<file path="config.mk">
export PLATFORM = sky130hd
export DESIGN_NAME = cmp_trigger_filter_flat
export DESIGN_NICKNAME = d
export VERILOG_FILES = /design/src/rtl/cmp_trigger_filter_if.sv /design/src/rtl/cmp_trigger_filter.sv /design/src/flat_wrapper.sv
export SDC_FILE = /design/constraint.sdc
export NUM_CORES = 1
export LEC_CHECK = 0
export CORE_ASPECT_RATIO = 0.6
export CORE_MARGIN = 2
export CORE_UTILIZATION = 40
export CTS_BUF_LIST = sky130_fd_sc_hd__clkbuf_4 sky130_fd_sc_hd__clkbuf_8 sky130_fd_sc_hd__clkbuf_16
export DETAILED_ROUTE_END_ITERATION = 16
export DONT_BUFFER_PORTS = 1
export MAX_ROUTING_LAYER = met4
export SYNTH_ARGS = -nofsm -noshare
export SYNTH_HDL_FRONTEND = slang
export SYNTH_SLANG_ARGS = --single-unit
export TNS_END_PERCENT = 1
</file>
<file path="constraint.sdc">
create_clock -name clk -period 2.05 [get_ports clk]
set_input_delay 0.3075 -clock clk [delete_from_list [all_inputs] [get_ports clk]]
set_output_delay 0.3075 -clock clk [all_outputs]
set_load 0.03 [all_outputs]
</file>
<file path="src/rtl/cmp_trigger_filter_if.sv">
// Handshake bundle between the trigger filter and its driver: comparator sample stream in,
// trigger pulse and software-visible status out.
interface cmp_trigger_filter_if #(
  parameter int N_CONSEC = 4,
  parameter int CNT_W    = 8
);
  localparam int RUN_W = $clog2(N_CONSEC + 1);

  logic             i_arm;
  logic             i_clear;
  logic             i_in_valid;
  logic             i_cmp_out;
  logic             o_trig;
  logic             o_armed;
  logic [RUN_W-1:0] o_run_len;
  logic [CNT_W-1:0] o_evt_count;
  logic             o_overflow;

  modport master (
    output i_arm, i_clear, i_in_valid, i_cmp_out,
    input  o_trig, o_armed, o_run_len, o_evt_count, o_overflow
  );

  modport slave (
    input  i_arm, i_clear, i_in_valid, i_cmp_out,
    output o_trig, o_armed, o_run_len, o_evt_count, o_overflow
  );
endinterface

</file>
<file path="src/rtl/cmp_trigger_filter.sv">
// Fires a one-cycle trigger after N_CONSEC consecutive true comparator samples, then ignores input
// for HOLDOFF cycles; 1-cycle registered latency, no backpressure (every valid sample is consumed).
module cmp_trigger_filter #(
  parameter int N_CONSEC = 4,
  parameter int HOLDOFF  = 3,
  parameter int CNT_W    = 8
) (
  input  logic              clk,
  input  logic              rst_n,
  cmp_trigger_filter_if.slave bus
);
  localparam int RUN_W  = $clog2(N_CONSEC + 1);
  localparam int HOLD_W = (HOLDOFF > 1) ? $clog2(HOLDOFF) : 1;

  localparam logic [RUN_W-1:0]  LP_RUN_LAST  = RUN_W'(N_CONSEC - 1);
  localparam logic [HOLD_W-1:0] LP_HOLD_LOAD = HOLD_W'((HOLDOFF > 0) ? HOLDOFF - 1 : 0);

  typedef enum logic [1:0] {
    S_IDLE = 2'd0,
    S_WAIT = 2'd1,
    S_HOLD = 2'd2
  } state_t;

  state_t              r_state;
  logic [RUN_W-1:0]    r_run_len;
  logic [HOLD_W-1:0]   r_hold_cnt;
  logic                r_trig;
  logic [CNT_W-1:0]    r_evt_count;
  logic                r_overflow;

  state_t              w_state_nxt;
  logic [RUN_W-1:0]    w_run_nxt;
  logic [HOLD_W-1:0]   w_hold_nxt;
  logic                w_trig_nxt;
  logic [CNT_W-1:0]    w_evt_nxt;
  logic                w_ovf_nxt;
  logic                w_fire;

  always_ff @(posedge clk or negedge rst_n) begin
    if (!rst_n) begin
      r_state     <= S_IDLE;
      r_run_len   <= '0;
      r_hold_cnt  <= '0;
      r_trig      <= 1'b0;
      r_evt_count <= '0;
      r_overflow  <= 1'b0;
    end else begin
      r_state     <= w_state_nxt;
      r_run_len   <= w_run_nxt;
      r_hold_cnt  <= w_hold_nxt;
      r_trig      <= w_trig_nxt;
      r_evt_count <= w_evt_nxt;
      r_overflow  <= w_ovf_nxt;
    end
  end

  always_comb begin
    w_state_nxt = r_state;
    w_run_nxt   = r_run_len;
    w_hold_nxt  = r_hold_cnt;
    w_trig_nxt  = 1'b0;
    w_evt_nxt   = r_evt_count;
    w_ovf_nxt   = r_overflow;
    w_fire      = 1'b0;

    if (bus.i_clear) begin
      w_state_nxt = S_IDLE;
      w_run_nxt   = '0;
      w_hold_nxt  = '0;
      w_evt_nxt   = '0;
      w_ovf_nxt   = 1'b0;
    end else if (!bus.i_arm) begin
      // Disarming keeps the event history for software readback.
      w_state_nxt = S_IDLE;
      w_run_nxt   = '0;
      w_hold_nxt  = '0;
    end else begin
      unique case (r_state)
        S_IDLE: begin
          w_state_nxt = S_WAIT;
          w_run_nxt   = '0;
        end
        S_WAIT: begin
          if (bus.i_in_valid) begin
            if (!bus.i_cmp_out) begin
              w_run_nxt = '0;
            end else if (r_run_len == LP_RUN_LAST) begin
              w_fire = 1'b1;
            end else begin
              w_run_nxt = r_run_len + 1'b1;
            end
          end
        end
        S_HOLD: begin
          w_run_nxt = '0;
          if (r_hold_cnt == '0) begin
            w_state_nxt = S_WAIT;
          end else begin
            w_hold_nxt = r_hold_cnt - 1'b1;
          end
        end
        default: begin
          w_state_nxt = S_IDLE;
          w_run_nxt   = '0;
        end
      endcase

      if (w_fire) begin
        w_trig_nxt = 1'b1;
        w_run_nxt  = '0;
        if (&r_evt_count) begin
          w_ovf_nxt = 1'b1;
        end else begin
          w_evt_nxt = r_evt_count + 1'b1;
        end
        if (HOLDOFF > 0) begin
          w_state_nxt = S_HOLD;
          w_hold_nxt  = LP_HOLD_LOAD;
        end
      end
    end
  end

  assign bus.o_trig      = r_trig;
  assign bus.o_armed     = (r_state != S_IDLE);
  assign bus.o_run_len   = r_run_len;
  assign bus.o_evt_count = r_evt_count;
  assign bus.o_overflow  = r_overflow;
endmodule

</file>
<file path="src/flat_wrapper.sv">
// flat-port wrapper written by rule: the top's interface ports become plain ports
module cmp_trigger_filter_flat 
#(
  parameter int N_CONSEC = 4,
  parameter int HOLDOFF  = 3,
  parameter int CNT_W    = 8
)
  (clk, rst_n, bus_i_arm, bus_i_clear, bus_i_in_valid, bus_i_cmp_out, bus_o_trig, bus_o_armed, bus_o_run_len, bus_o_evt_count, bus_o_overflow);
  cmp_trigger_filter_if #(.N_CONSEC(N_CONSEC), .CNT_W(CNT_W)) bus_i ();
  input  logic clk;
  input  logic rst_n;
  input wire logic [$bits(bus_i.i_arm)-1:0] bus_i_arm;
  input wire logic [$bits(bus_i.i_clear)-1:0] bus_i_clear;
  input wire logic [$bits(bus_i.i_in_valid)-1:0] bus_i_in_valid;
  input wire logic [$bits(bus_i.i_cmp_out)-1:0] bus_i_cmp_out;
  output wire logic [$bits(bus_i.o_trig)-1:0] bus_o_trig;
  output wire logic [$bits(bus_i.o_armed)-1:0] bus_o_armed;
  output wire logic [$bits(bus_i.o_run_len)-1:0] bus_o_run_len;
  output wire logic [$bits(bus_i.o_evt_count)-1:0] bus_o_evt_count;
  output wire logic [$bits(bus_i.o_overflow)-1:0] bus_o_overflow;
  assign bus_i.i_arm = bus_i_arm;
  assign bus_i.i_clear = bus_i_clear;
  assign bus_i.i_in_valid = bus_i_in_valid;
  assign bus_i.i_cmp_out = bus_i_cmp_out;
  assign bus_o_trig = bus_i.o_trig;
  assign bus_o_armed = bus_i.o_armed;
  assign bus_o_run_len = bus_i.o_run_len;
  assign bus_o_evt_count = bus_i.o_evt_count;
  assign bus_o_overflow = bus_i.o_overflow;
  cmp_trigger_filter #(.N_CONSEC(N_CONSEC), .HOLDOFF(HOLDOFF), .CNT_W(CNT_W)) u_core (.clk(clk), .rst_n(rst_n), .bus(bus_i));
endmodule
</file>
After elaboration in Yosys (flattened, before gate mapping)
Cells that the tools add are included.
- flip-flop bits (word level): 17
- bits of input ports: 6
- output and inout bits: 14
- logic and storage cells: 65
- $add $sub $neg: 3
- eq/ne operators: 10
- mux-type cells: 34
- reduce and logical (&&, ||, !) cells: 12
- operator list (operator ; count):
    two-way mux 8 bit ; 4
    two-way mux 3 bit ; 7
    two-way mux 2 bit ; 9
    two-way mux 1 bit ; 13
    adder 8 x 1 -> 8 bit, second input constant ; 1
    AND reduction 8 bit ; 1
    nonzero test 2 bit ; 4
    != test 6 bit, second input constant ; 1
    case mux 2 bit (3 select lines) ; 1
    AND reduction 2 bit ; 3
    AND reduction 3 bit ; 2
    != test 5 x 3 -> 1 bit, second input constant ; 1
    != test 5 x 4 -> 1 bit, second input constant ; 1
    zero test 2 bit ; 2
    != test 4 x 1 -> 1 bit, second input constant ; 1
    != test 4 x 3 -> 1 bit, second input constant ; 1
    != test 4 bit, second input constant ; 1
    adder 3 x 1 -> 3 bit, second input constant ; 1
    equality test 3 x 2 -> 1 bit, second input constant ; 1
    equality test 2 x 1 -> 1 bit, second input constant ; 1
    equality test 2 bit, second input constant ; 1
    != test 2 bit, second input constant ; 1
    subtractor 2 x 1 -> 2 bit, second input constant ; 1

Depth between registers and ports, before layout
Gate-level depths: netlist of the first run.
- depth in word-level cells: 10
- depth in mapped cells: 7
- mapped depth without buffers: 6

Worst setup path after synthesis of the first run
No wires, ideal clock.
- path type: reg-to-reg
- from: register u_core.r_run_len[0] (netlist: u_core.bus.o_run_len[0])
- to: register u_core.r_evt_count[2] (netlist: u_core.bus.o_evt_count[2])
- library setup time: 0.078 ns
- arrival: 1.942 ns
- data required time: 1.972 ns
- path slack: 0.030 ns
- stages on the path, launching flop included: 8
- buffers on the path: 1
- period minus slack after synthesis: 2.020 ns
- cell sequence: dfrtp_1 > ha_1 > ha_1 > nand3_2 > or2_4 > buf_6 > or4_1 > a21oi_1
- cells in the longest elaborated chain, start to end: 9
- RTL lines (item ; RTL line ; RTL):
    from (decl) ; cmp_trigger_filter.sv:25 ; logic [RUN_W-1:0] r_run_len;
    from (signal assigned) ; cmp_trigger_filter.sv:49 ; r_run_len <= w_run_nxt;
    equality test 3 x 2 -> 1 bit ; cmp_trigger_filter.sv:87 ; end else if (r_run_len == LP_RUN_LAST) begin
    two-way mux 1 bit ; cmp_trigger_filter.sv:87 ;
    two-way mux 1 bit ; cmp_trigger_filter.sv:85 ; if (!bus.i_cmp_out) begin
    two-way mux 1 bit ; cmp_trigger_filter.sv:84 ; if (bus.i_in_valid) begin
    two-way mux 1 bit ; cmp_trigger_filter.sv:78 ; unique case (r_state)
    two-way mux 1 bit ; cmp_trigger_filter.sv:72 ; end else if (!bus.i_arm) begin
    two-way mux 1 bit ; cmp_trigger_filter.sv:66 ; if (bus.i_clear) begin
    nonzero test 2 bit (no line) ; -- ;
    AND reduction 3 bit (no line) ; -- ;
    to (signal assigned) ; cmp_trigger_filter.sv:52 ; r_evt_count <= w_evt_nxt;
    to (decl) ; cmp_trigger_filter.sv:28 ; logic [CNT_W-1:0] r_evt_count;
Every way passes these cells. The select of a mux whose other input is x is not followed.
A chain may end at the register's enable or synchronous reset.

Worst setup path after layout of the first run
- from: register u_core.r_run_len[1] (netlist: u_core.bus.o_run_len[1])
- to: register u_core.r_evt_count[5] (netlist: u_core.bus.o_evt_count[5])
The elaborated chain is that of the path after synthesis.

==> summary.txt, run 1 <==
Status
  • Run status: completed

Worst setup path
  • WP data arrival: approximately 2 ns
  • Slowest stage cell, crit path: sky130_fd_sc_hd__or4_1
  • Capturing element type of the critical path: flop
  • CP Buf/Inv Count: 0
  • Worst r2r dst: u_core.bus.o_evt_count[5]$_DFFE_PN0P_
  • Maximum fanout count along the critical path: 12
  • Setup slack of the most critical reg-to-reg path: 0.23 ns
  • Critical Path, Cell by Cell: ha_1 > ha_1 > nand3_2 > or2_4 > or4_1 > a21oi_1
  • Class of the most critical setup path: flop to flop
  • RR Startpoint: u_core.bus.o_run_len[1]$_DFFE_PN0P_
  • Type of element launching the critical path: flop
  • Depth of the worst register-to-register path: 6
  • Dominant cell type by count on the critical path: sky130_fd_sc_hd__ha_1
  • Delay-heaviest family, CP: simple AND/OR/NAND/NOR gates
  • Crit path largest cell delay: 0.51 ns
  • Required time reported for the critical path endpoint: 2.23 ns
  • Critical path launch point: u_core.bus.o_run_len[1]$_DFFE_PN0P_

GRT
  • Total congestion overflow: 0
  • First-pass GRT wire length: just over 3000 um
  • Tot GR Track Use: ~17%
  • Antenna violations before repair: 0
  • Largest net degree at the start of global routing: 18
  • Number of global-route vias before repair: between 600 and 700

Synth
  • Leading post-synthesis cells by cell area: sky130_fd_sc_hd__dfrtp_1 (46%), sky130_fd_sc_hd__a21oi_1 (5.5%), sky130_fd_sc_hd__ha_1 (5.5%), sky130_fd_sc_hd__nand3b_1 (4.1%), sky130_fd_sc_hd__nor2_1 (3.3%)
  • Number of enable-type register cells in the synthesized netlist: 0
  • Ys async rst share: 100%
  • Cell count after synthesis: 95
  • Largest area contributor in the synthesized netlist: sky130_fd_sc_hd__dfrtp_1
  • Number of distinct library cell variants in the gate-level netlist after synthesis: 35
  • Number of nets produced by synthesis: approximately 110
  • Synthesized area per cell: between 9 and 10 um^2
  • Share of synthesized area occupied by flip-flops and latches: 46.4%
  • Synthesized cell area: between 900 and 1000 um^2
  • Warning count from the yosys run: 0
  • Primary FF master, synth: sky130_fd_sc_hd__dfrtp_1
  • Synthesized flop and latch total: 17
  • Top-area cell type share of the netlist area: a little under half

Route
  • Length of the first detailed-routing pass in iterations: 4
  • Detail Route Antenna Nets: 0
  • Number of vias after detailed routing: 763
  • Drt total wl: between 1500 and 2000 um
  • # DRC: 0
  • Routed vias/inst: 5.53
  • Average detailed-routed wire length per instance: between 10 and 15 um
  • Iteration-0 DRC count of the detailed router: 30

Clocking
  • Root buf cell: sky130_fd_sc_hd__clkbuf_8
  • Number of instances resized during post-cts repair: 0
  • Total CTS buffers: 3
  • Htree depth: 1
  • Hold_buf cts: 1
  • Number of sinks driven by the clock tree: 17
  • Later-pin clock latency in the skew report: roughly 0.25 ns
  • CTS tree: done
  • Clock-pin slew reported for the worst setup and hold paths after clock tree synthesis: around 0.060 ns
  • Clock tree buffer depth: 2
  • Post-CTS Setup Inserts: 0

Placed design
  • Inst Count DP: between 100 and 150
  • Routability congestion estimate: between 0.9 and 1
  • # port buffers: 0
  • HPWL after detailed placement: between 1000 and 1500 um

Floorplan
  • Die Span Y: about 40 um
  • Die footprint: around 2700 um^2
  • Rows: 13
  • Die X-Extent: around 66 um
  • # IOs: 20
  • Starting density of the core: 42.4%
  • Core area: 2160 um^2

Final layout
  • Multi-input logic area: ~450 um^2
  • Util after Layout: about half
  • Fraction of layout cells with a size suffix above 1: about 18%
  • # diodes: 0
  • Filler cells: 208
  • Synthesis-to-finish area growth: 17.5%
  • Number of nets in the finished design: ~120
  • FF/Latch Area: roughly 430 um^2
  • Post-route insts no fill: roughly 140

STA
  • Peak clock frequency supported by timing: about 550 MHz
  • WHS: 0.107 ns
  • Max Slew Vio Count: 0
  • Final critical path time including I/O delays and setup: around 1.8 ns
  • Setup skew after layout: 0.00199 ns
  • Worst Tran Pin Value: around 0.80 ns
  • Share of the clock period used by the worst path after layout: between 80% and 90%
  • Max_slew headroom: between 40% and 50%
  • RSZ-0062 raised after global routing: false
  • Accumulated negative setup slack: 0 ns
  • Final hold violation count: 0
  • Number of setup violations in the final report: 0

Worst hold path
  • Hold wc startpoint: bus_i_clear
  • Endpoint of the worst hold-timing path: u_core.bus.o_evt_count[1]$_DFFE_PN0P_
  • Cell depth of the worst hold path: 1
  • Worst hold-check path type: input port to flop

Power
  • Pwr Total: about 0.63 mW
  • Cell leakage power: between 0.4 and 0.5 nW
  • Ratio of total power to cell area: between 500 and 600 nW/um^2
  • Worst ir drop on vdd: about 420 uV

Flow run
  • Maxcap violations: 0
-- report_power, final --
| part | internal (mW) | switching [mW] |
|---|---|---|
| Combinational | 0.00627 | 0.0145 |
| Clock | 0.151 | 0.115 |
| Sequential | 0.337 | 0.00159 |
| Total | 0.494 | 0.131 |
-- synth_stat cells, types with 2 or more instances --
| master | number |
|---|---|
| sky130_fd_sc_hd__dfrtp_1 | 17 |
| sky130_fd_sc_hd__a21oi_1 | 10 |
| sky130_fd_sc_hd__nor2_1 | 8 |
| sky130_fd_sc_hd__inv_1 | 6 |
| sky130_fd_sc_hd__nand3b_1 | 5 |
| sky130_fd_sc_hd__ha_1 | 4 |
| sky130_fd_sc_hd__nand2_1 | 4 |
| sky130_fd_sc_hd__nand3_1 | 4 |
| sky130_fd_sc_hd__nor2b_1 | 3 |
| sky130_fd_sc_hd__o31ai_1 | 3 |
| sky130_fd_sc_hd__or4_1 | 3 |
| sky130_fd_sc_hd__and3_1 | 2 |
| sky130_fd_sc_hd__clkbuf_1 | 2 |
| sky130_fd_sc_hd__nand2b_1 | 2 |
| sky130_fd_sc_hd__o21ai_1 | 2 |
-- cell usage in the layout (no fill, tap or decap) --
cell	n
sky130_fd_sc_hd__a21oi_1	10
sky130_fd_sc_hd__a2bb2oi_1	1
sky130_fd_sc_hd__a311oi_1	1
sky130_fd_sc_hd__a41oi_1	1
sky130_fd_sc_hd__and3_1	2
sky130_fd_sc_hd__and4_1	1
sky130_fd_sc_hd__buf_4	11
sky130_fd_sc_hd__clkbuf_4	1
sky130_fd_sc_hd__clkbuf_8	3
sky130_fd_sc_hd__dfrtp_1	17
sky130_fd_sc_hd__dlygate4sd3_1	1
sky130_fd_sc_hd__ha_1	4
sky130_fd_sc_hd__inv_1	6
sky130_fd_sc_hd__inv_2	1
sky130_fd_sc_hd__nand2_1	4
sky130_fd_sc_hd__nand2b_1	2
sky130_fd_sc_hd__nand3_1	4
sky130_fd_sc_hd__nand3_2	1
sky130_fd_sc_hd__nand3b_1	5
sky130_fd_sc_hd__nand4_1	1
sky130_fd_sc_hd__nor2_1	8
sky130_fd_sc_hd__nor2b_1	3
sky130_fd_sc_hd__nor3b_1	1
sky130_fd_sc_hd__nor4_1	1
sky130_fd_sc_hd__o211a_1	1
sky130_fd_sc_hd__o21ai_0	1
sky130_fd_sc_hd__o21ai_1	2
sky130_fd_sc_hd__o22a_1	1
sky130_fd_sc_hd__o311ai_1	1
sky130_fd_sc_hd__o31ai_1	3
sky130_fd_sc_hd__o41ai_1	1
sky130_fd_sc_hd__or2_2	1
sky130_fd_sc_hd__or2_4	1
sky130_fd_sc_hd__or3_1	1
sky130_fd_sc_hd__or3b_1	1
sky130_fd_sc_hd__or4_1	3
sky130_fd_sc_hd__xnor2_1	1
-- layout make-up --
class / count / share of cell area (%)
Multi-Input combinational cell: 68 / 41.5
Sequential cell: 17 / 39.5
Timing Repair Buffer: 12 / 8.59
Clock buffer: 4 / 4.53
Tap cell: 30 / 3.48
Inverter: 7 / 2.44
-- kinds of logic after synthesis --
family                   count (synthesis)  share of synthesized area (%)
AND/OR/NAND/NOR                         40                           25.9
AO/OA/AOI/OAI                           23                           16.4
flip-flops                              17                           46.4
buffers and inverters                   10                           4.91
adder cells (fa/ha/maj)                  4                           5.46
XOR/XNOR                                 1                          0.955
-- worst max path at each step --
stage / to / slack [ns] / depth (start not counted)
after floorplan: u_core.bus.o_evt_count[2]$_DFFE_PN0P_ / 0.03 / 7
after global placement: u_core.bus.o_evt_count[3]$_DFFE_PN0P_ / 0.29 / 6
after detailed placement: u_core.bus.o_evt_count[3]$_DFFE_PN0P_ / 0.24 / 6
after CTS: u_core.bus.o_evt_count[3]$_DFFE_PN0P_ / 0.22 / 6
after global routing: u_core.bus.o_evt_count[5]$_DFFE_PN0P_ / 0.11 / 6
final: u_core.bus.o_evt_count[5]$_DFFE_PN0P_ / 0.23 / 6
-- state kept, by name, indices dropped and copies added, names as in the netlist --
| name | flops |
|---|---|
| u_core.bus.o_overflow | 1 |
| u_core.bus.o_evt_count | 8 |
| u_core.r_hold_cnt | 2 |
| u_core.bus.o_trig | 1 |
| u_core.r_state | 2 |
| u_core.bus.o_run_len | 3 |
-- routing by layer --
metal | track usage, % | wire length (um)
met3 | 6.32 | 106
met5 | - | 0
met1 | 21.9 | 990
met4 | 5.73 | 26
met2 | 23.0 | 814
-- through the flow --
step / worst slack (ns) / cell area [um^2]
finish: 0.232 / 1080
global route: 0.115 / 1080
CTS: 0.222 / 1080
detailed placement: 0.240 / 1020
global placement: 0.290 / 1020
floorplan: 0.0300 / 917
Note: power is estimated with default switching activity, not from simulation.
==> inputs of run 2 (changes only) <==
==> constraint.sdc (replaced) <==
create_clock -name clk -period 1.8 [get_ports clk]
set_input_delay 0.27 -clock clk [delete_from_list [all_inputs] [get_ports clk]]
set_output_delay 0.27 -clock clk [all_outputs]
set_load 0.03 [all_outputs]
==> run 2 against run 1 <==
Compared with the run above:
- critical endpoint unchanged
- sequential share of layout area fell by 2.0 points
- die area did not move
- non-clock buffer count rose by 4
- routed wire length rose by 7.6%
- register-to-register slack got worse by 0.17 ns
- final cell count rose by 3.6%
- critical path depth did not move
==> summary.txt, run 2 (synthesis results as in run 1) <==
Final layout
  • Number of nets in the finished design: 124 (+4.2%)
  • Filler cells: 198 (-4.8%)
  • Post-route cell area: 1150 um^2 (+6.4%)
  • Util after Layout: 53.0% (+3.2 points)
  • Most frequent cells in the layout: sky130_fd_sc_hd__buf_4 (15), sky130_fd_sc_hd__dfrtp_1 (14), sky130_fd_sc_hd__a21oi_1 (9)
  • Leading cell type in the layout, fill and taps excluded: sky130_fd_sc_hd__buf_4
  • Number of flip-flops under the largest register name: 8 (unchanged)
  • Synthesis-to-finish area growth: 25.0%
  • FF/Latch Area: 429 um^2 (+0.88%)
  • Fraction of layout cells with a size suffix above 1: 27.4% (+9.8 points)
  • Multi-input logic area: 482 um^2 (+7.8%)
  • # diodes: 0 (unchanged)

Worst setup path
  • Required time reported for the critical path endpoint: 1.99 ns (-0.24 ns)
  • Maximum fanout count along the critical path: 5 (-7)
  • Type of element launching the critical path: flop
  • Slowest stage cell, crit path: sky130_fd_sc_hd__or4_1
  • Capturing element type of the critical path: flop
  • Class of the most critical setup path: flop to flop
  • Crit path largest cell delay: 0.52 ns (about the same)
  • Number of cells on the critical path: 6 (unchanged)
  • Critical Path, Cell by Cell: ha_4 > ha_4 > nand3_2 > or2_4 > or4_1 > a21oi_2
  • Depth of the worst register-to-register path: 6 (unchanged)
  • Dominant cell type by count on the critical path: sky130_fd_sc_hd__ha_4
  • CP Buf/Inv Count: 0 (unchanged)
  • WP data arrival: 1.93 ns (-0.07 ns)
  • Delay-heaviest family, CP: simple AND/OR/NAND/NOR gates

Worst hold path
  • Cell depth of the worst hold path: 1 (unchanged)
  • Worst hold-check path type: input port to flop

GRT
  • Number of global-route vias before repair: 679 (+1.0%)
  • Largest net degree at the start of global routing: 18 (unchanged)
  • Tot GR Track Use: 17.6% (+1.1 points)
  • Total congestion overflow: 0 (unchanged)
  • First-pass GRT wire length: 3130 um (+2.5%)
  • Antenna violations before repair: 0 (unchanged)

STA
  • Final critical path time including I/O delays and setup: 1.74 ns (-0.0782 ns)
  • Worst Tran Pin Value: 0.760 ns (-0.0423 ns)
  • Worst path setup slack after routing: 0.0605 ns (-0.172 ns)
  • Max Slew Vio Count: 0 (unchanged)
  • Setup skew after layout: 0.00431 ns (+0.00232 ns)
  • Peak clock frequency supported by timing: 575 MHz (+4.5%)
  • Number of setup violations in the final report: 0 (unchanged)
  • Share of the clock period used by the worst path after layout: 96.6% (+8.0 points)
  • Max_slew headroom: 49.2% (+2.8 points)
  • Final hold violation count: 0 (unchanged)

Clocking
  • Total CTS buffers: 3 (unchanged)
  • Htree depth: 1 (unchanged)
  • Number of sinks driven by the clock tree: 17 (unchanged)
  • Root buf cell: sky130_fd_sc_hd__clkbuf_8
  • Clock tree buffer depth: 2 (unchanged)
  • Later-pin clock latency in the skew report: 0.25 ns (about the same)
  • CTS tree: done
  • Clock-pin slew reported for the worst setup and hold paths after clock tree synthesis: 0.07 ns (about the same)

Floorplan
  • Die Span Y: 41.1 um (unchanged)
  • Core area: 2160 um^2 (unchanged)
  • Die X-Extent: 65.8 um (unchanged)
  • # IOs: 20 (unchanged)
  • Rows: 13 (unchanged)
  • Starting density of the core: 42.4% (unchanged)
  • Die footprint: 2700 um^2 (unchanged)

Placed design
  • Worst-case setup slack after placement: 0.0465 ns (-0.194 ns)
  • HPWL after detailed placement: 1470 um (-1.3%)
  • Routability congestion estimate: 0.709 (-22%)
  • # port buffers: 0 (unchanged)
  • Placement Cell Area: 1060 um^2 (+4.3%)

Power
  • Pwr Total: 0.711 mW (+14%)
  • Worst ir drop on vdd: 398 uV (-4.3%)
  • Ratio of total power to cell area: 621 nW/um^2 (+6.9%)
  • Cell leakage power: 0.479 nW (+2.8%)

Route
  • Routed vias/inst: 5.50 (-0.59%)
  • Number of vias after detailed routing: 786 (+3.0%)
  • # DRC: 0 (unchanged)
  • Average detailed-routed wire length per instance: 14.6 um (+3.9%)
  • Iteration-0 DRC count of the detailed router: 27 (-10%)
  • Detail Route Antenna Nets: 0 (unchanged)
  • Drt total wl: 2090 um (+7.6%)
  • Length of the first detailed-routing pass in iterations: 4 (unchanged)

Status
  • Run status: completed

Flow run
  • Maxcap violations: 0 (unchanged)
[run 2: where the power goes]
group	total [mW]	switching, mW	internal [mW]
clock	0.302	0.130	0.172
combinational	0.0236	0.0164	0.00718
sequential	0.385	0.00177	0.383
total	0.711	0.148	0.563
[run 2: worst register-to-register path, delay by kind of cell, from the launching register on]
kind	cells	cell delay, ns
AO/OA/AOI/OAI	1	0.13
flip-flops	1	0.39
adder cells (fa/ha/maj)	2	0.27
AND/OR/NAND/NOR	3	0.88
[run 2: metrics by stage]
stage | hold slack (ns) | setup TNS (ns) | cells
after floorplan | -0.0256 | -0.0307 | 95
after global placement | -0.0253 | 0 | 135
after detailed placement | -0.0253 | 0 | 135
after CTS | 0.0643 | 0 | 140
after global routing | 0.0501 | -0.00226 | 143
final | 0.0602 | 0 | 143
[run 2: worst paths after layout]
path                                                     startpoint  slack, ns                                     to
worst max-delay path            u_core.bus.o_run_len[1]$_DFFE_PN0P_       0.06  u_core.bus.o_evt_count[5]$_DFFE_PN0P_
worst min-delay path                                    bus_i_clear       0.06  u_core.bus.o_evt_count[5]$_DFFE_PN0P_
worst max register to register  u_core.bus.o_run_len[1]$_DFFE_PN0P_       0.06  u_core.bus.o_evt_count[5]$_DFFE_PN0P_
worst min register to register     u_core.r_hold_cnt[1]$_DFFE_PN0P_       0.60       u_core.r_hold_cnt[1]$_DFFE_PN0P_
max in group asynchronous                                     rst_n       0.75    u_core.bus.o_run_len[1]$_DFFE_PN0P_
min in group asynchronous                                     rst_n       0.53    u_core.bus.o_run_len[0]$_DFFE_PN0P_
[run 2: final cells by class]
cell class,count,share of cell area [%]
inverters,7,2.29
multi-input cells,69,42.0
clock buffers,4,4.26
repair buffers,16,10.7
well taps,30,3.28
flip-flops and latches,17,37.4
[run 2: metal layers]
layer  vias to the layer above  part of all wire [%]  GRT usage, %
met5                         -                     0             -
met4                         0                   1.8          9.90
met3                         5                   5.1          7.14
met2                        15                    42          25.3
met1                       378                    51          21.4
li1                        388                     -             -
[run 2: what timing repair did]
action                                 4_1_cts  5_1_grt
setup endpoints to repair                    0        3
gates resized for setup                      0        2
setup buffers                                0        2
endpoints found under the hold margin       17        0
hold buffers                                 1        0
==> inputs of run 3 (changes only) <==
==> constraint.sdc (replaced) <==
create_clock -name clk -period 2.2 [get_ports clk]
set_input_delay 0.33 -clock clk [delete_from_list [all_inputs] [get_ports clk]]
set_output_delay 0.33 -clock clk [all_outputs]
set_load 0.03 [all_outputs]
==> run 3 against run 2 <==
Compared with the run above:
- utilization shrank 4.6 points
- clock power is 19% lower
- critical path depth unchanged
- via count shrank 5.6%
- power is 18% lower
- design area decreased by 8.6%
- register-to-register slack gained 0.31 ns
- combinational power shrank 19%
- sequential share of layout area is 3.2 points higher
- global-route usage grew 0.69 points
- critical path type unchanged
==> summary.txt, run 3 (synthesis results as in run 1) <==
Status
  • Run status: completed

Clocking
  • Total CTS buffers: 3 (unchanged)
  • Clock-pin slew reported for the worst setup and hold paths after clock tree synthesis: 0.06 ns (about the same)
  • Root buf cell: sky130_fd_sc_hd__clkbuf_8
  • Number of sinks driven by the clock tree: 17 (unchanged)
  • Htree depth: 1 (unchanged)
  • CTS tree: done
  • Hold_buf cts: 1 (unchanged)
  • Clock tree buffer depth: 2 (unchanged)
  • Later-pin clock latency in the skew report: 0.25 ns (about the same)
  • Post-CTS Setup Inserts: 0 (unchanged)
  • Number of instances resized during post-cts repair: 0 (unchanged)

Route
  • Iteration-0 DRC count of the detailed router: 25 (-7.4%)
  • # DRC: 0 (unchanged)
  • Average detailed-routed wire length per instance: 14.8 um (+1.8%)
  • Routed vias/inst: 5.54 (+0.74%)
  • Number of vias after detailed routing: 742 (-5.6%)
  • Detail Route Antenna Nets: 0 (unchanged)
  • Length of the first detailed-routing pass in iterations: 4 (unchanged)
  • Drt total wl: 1990 um (-4.6%)

Power
  • Clock power frac: 42.3% (-0.2 points)
  • Sw Share: 20.6% (-0.22 points)
  • Net load switching power: 0.120 mW (-19%)
  • Int Pwr: 0.460 mW (-18%)
  • Cell leakage power: 0.444 nW (-7.3%)
  • Sequential fraction of design power: 54.3% (about the same)
  • Ratio of total power to cell area: 554 nW/um^2 (-11%)
  • Combinational share of power: 3.3% (about the same)
  • Worst ir drop on vdd: 390 uV (-2.1%)

GRT
  • Largest net degree at the start of global routing: 18 (unchanged)
  • Grt peak-use layer: met2
  • Met1 track demand over resource in global routing: 24.4% (+2.9 points)
  • Met3 track demand over resource in global routing: 6.04% (-1.1 points)
  • Met2 routing resource usage after global routing: 26.3% (+1.0 points)
  • Antenna violations before repair: 0 (unchanged)
  • First-pass GRT wire length: 3350 um (+7.1%)
  • Total congestion overflow: 0 (unchanged)
  • Tot GR Track Use: 18.3% (+0.69 points)
  • Number of global-route vias before repair: 710 (+4.6%)

Floorplan
  • Die Span Y: 41.1 um (unchanged)
  • Die footprint: 2700 um^2 (unchanged)
  • Die X-Extent: 65.8 um (unchanged)
  • Core area: 2160 um^2 (unchanged)
  • # IOs: 20 (unchanged)
  • Rows: 13 (unchanged)
  • Starting density of the core: 42.4% (unchanged)

Worst setup path
  • Type of element launching the critical path: flop
  • Capturing element type of the critical path: flop
  • CP Buf/Inv Count: 0 (unchanged)
  • Required time reported for the critical path endpoint: 2.38 ns (+0.39 ns)
  • Slowest stage cell, crit path: sky130_fd_sc_hd__or4_1
  • WP data arrival: 2.02 ns (+0.09 ns)
  • Delay-heaviest family, CP: simple AND/OR/NAND/NOR gates
  • Crit path largest cell delay: 0.51 ns (about the same)
  • Class of the most critical setup path: flop to flop
  • Critical Path, Cell by Cell: ha_1 > ha_1 > nand3_2 > or2_4 > or4_1 > a21oi_1
  • Maximum fanout count along the critical path: 12 (+7)
  • Dominant cell type by count on the critical path: sky130_fd_sc_hd__ha_1

Final layout
  • Post-route insts no fill: 134 (-6.3%)
  • # diodes: 0 (unchanged)
  • Synthesis-to-finish area growth: 14.2%
  • Fraction of layout cells with a size suffix above 1: 14.4% (-13 points)
  • Leading cell type in the layout, fill and taps excluded: sky130_fd_sc_hd__dfrtp_1
  • Number of nets in the finished design: 115 (-7.3%)
  • Most frequent cells in the layout: sky130_fd_sc_hd__dfrtp_1 (17), sky130_fd_sc_hd__a21oi_1 (10), sky130_fd_sc_hd__nor2_1 (8)
  • Number of flip-flops under the largest register name: 8 (unchanged)

Placed design
  • Inst Count DP: 129 (-4.4%)
  • Routability congestion estimate: 0.917 (+29%)
  • HPWL after detailed placement: 1490 um (+0.99%)
  • # port buffers: 0 (unchanged)

STA
  • Peak clock frequency supported by timing: 545 MHz (-5.1%)
  • Final hold violation count: 0 (unchanged)
  • Setup skew after layout: 0.00250 ns (-0.00182 ns)
  • Max Slew Vio Count: 0 (unchanged)
  • Share of the clock period used by the worst path after layout: 83.3% (-13 points)
  • RSZ-0062 raised after global routing: false
  • Worst Tran Pin Value: 0.779 ns (+0.0186 ns)
  • Final critical path time including I/O delays and setup: 1.83 ns (+0.0939 ns)
  • Number of setup violations in the final report: 0 (unchanged)
  • Accumulated negative setup slack: 0 ns (unchanged)
  • Max_slew headroom: 47.9% (-1.2 points)

Worst hold path
  • Worst hold-check path type: input port to flop

Flow run
  • Maxcap violations: 0 (unchanged)
==> run 3: cell types whose count changed in the layout (fill, tap and decap cells not counted), sizes merged <==
| cell | change |
|---|---|
| buf | -8 |
| or2 | -1 |
==> run 3: cell type report <==
type	count	area, um^2
multi-input cells	68	447
inverters	7	26.3
fillers	204	1120
flip-flops and latches	17	425
repair buffers	8	62.6
well taps	30	37.5
clock buffers	4	48.8
==> run 3: path summary, 6_finish.rpt <==
| check | startpoint | endpoint | slack (ns) | cells after the start |
|---|---|---|---|---|
| setup / recovery | u_core.bus.o_run_len[0]$_DFFE_PN0P_ | u_core.bus.o_evt_count[5]$_DFFE_PN0P_ | 0.37 | 6 |
| hold / removal | bus_i_clear | u_core.bus.o_evt_count[3]$_DFFE_PN0P_ | 0.13 | 1 |
| setup reg to reg | u_core.bus.o_run_len[0]$_DFFE_PN0P_ | u_core.bus.o_evt_count[5]$_DFFE_PN0P_ | 0.37 | 6 |
| hold reg to reg | u_core.r_hold_cnt[1]$_DFFE_PN0P_ | u_core.r_hold_cnt[1]$_DFFE_PN0P_ | 0.61 | 2 |
| max in group asynchronous | rst_n | u_core.bus.o_evt_count[1]$_DFFE_PN0P_ | 1.11 | 1 |
| min in group asynchronous | rst_n | u_core.bus.o_evt_count[2]$_DFFE_PN0P_ | 0.59 | 1 |
==> run 3: power by group through the flow <==
stage | Sequential [mW] | Clock, mW | Combinational (mW)
after floorplan | 0.321 | 0 | 0.0120
after global placement | 0.321 | 0 | 0.0121
after detailed placement | 0.321 | 0 | 0.0120
after CTS | 0.315 | 0.253 | 0.0200
after global routing | 0.315 | 0.269 | 0.0219
final | 0.315 | 0.246 | 0.0192
==> run 3: layer usage <==
| layer | wire length (um) | vias to the layer above | share of wire, % |
|---|---|---|---|
| li1 | - | 367 | - |
| met1 | 1020 | 355 | 51 |
| met2 | 847 | 16 | 43 |
| met3 | 104 | 4 | 5.2 |
| met4 | 23 | 0 | 1.2 |
| met5 | 0 | - | 0 |
==> run 3: through the flow <==
step	utilization [%]	hold WS, ns	total power [mW]	setup slack, ns	cell area [um^2]
2_1_floorplan	-	0.0344	0.333	0.180	917
3_3_place_gp	45.7	0.0347	0.333	0.441	988
3_5_place_dp	45.7	0.0347	0.333	0.369	988
4_1_cts	48.4	0.127	0.588	0.368	1050
5_1_grt	48.4	0.119	0.606	0.239	1050
6_report	48.4	0.131	0.580	0.367	1050
==> run 3: worst register-to-register path: cells and delay by family (launching register included) <==
family	cells	cell delay, ns
AND/OR/NAND/NOR	3	0.91
adder cells (fa/ha/maj)	2	0.35
flip-flops	1	0.36
AO/OA/AOI/OAI	1	0.15
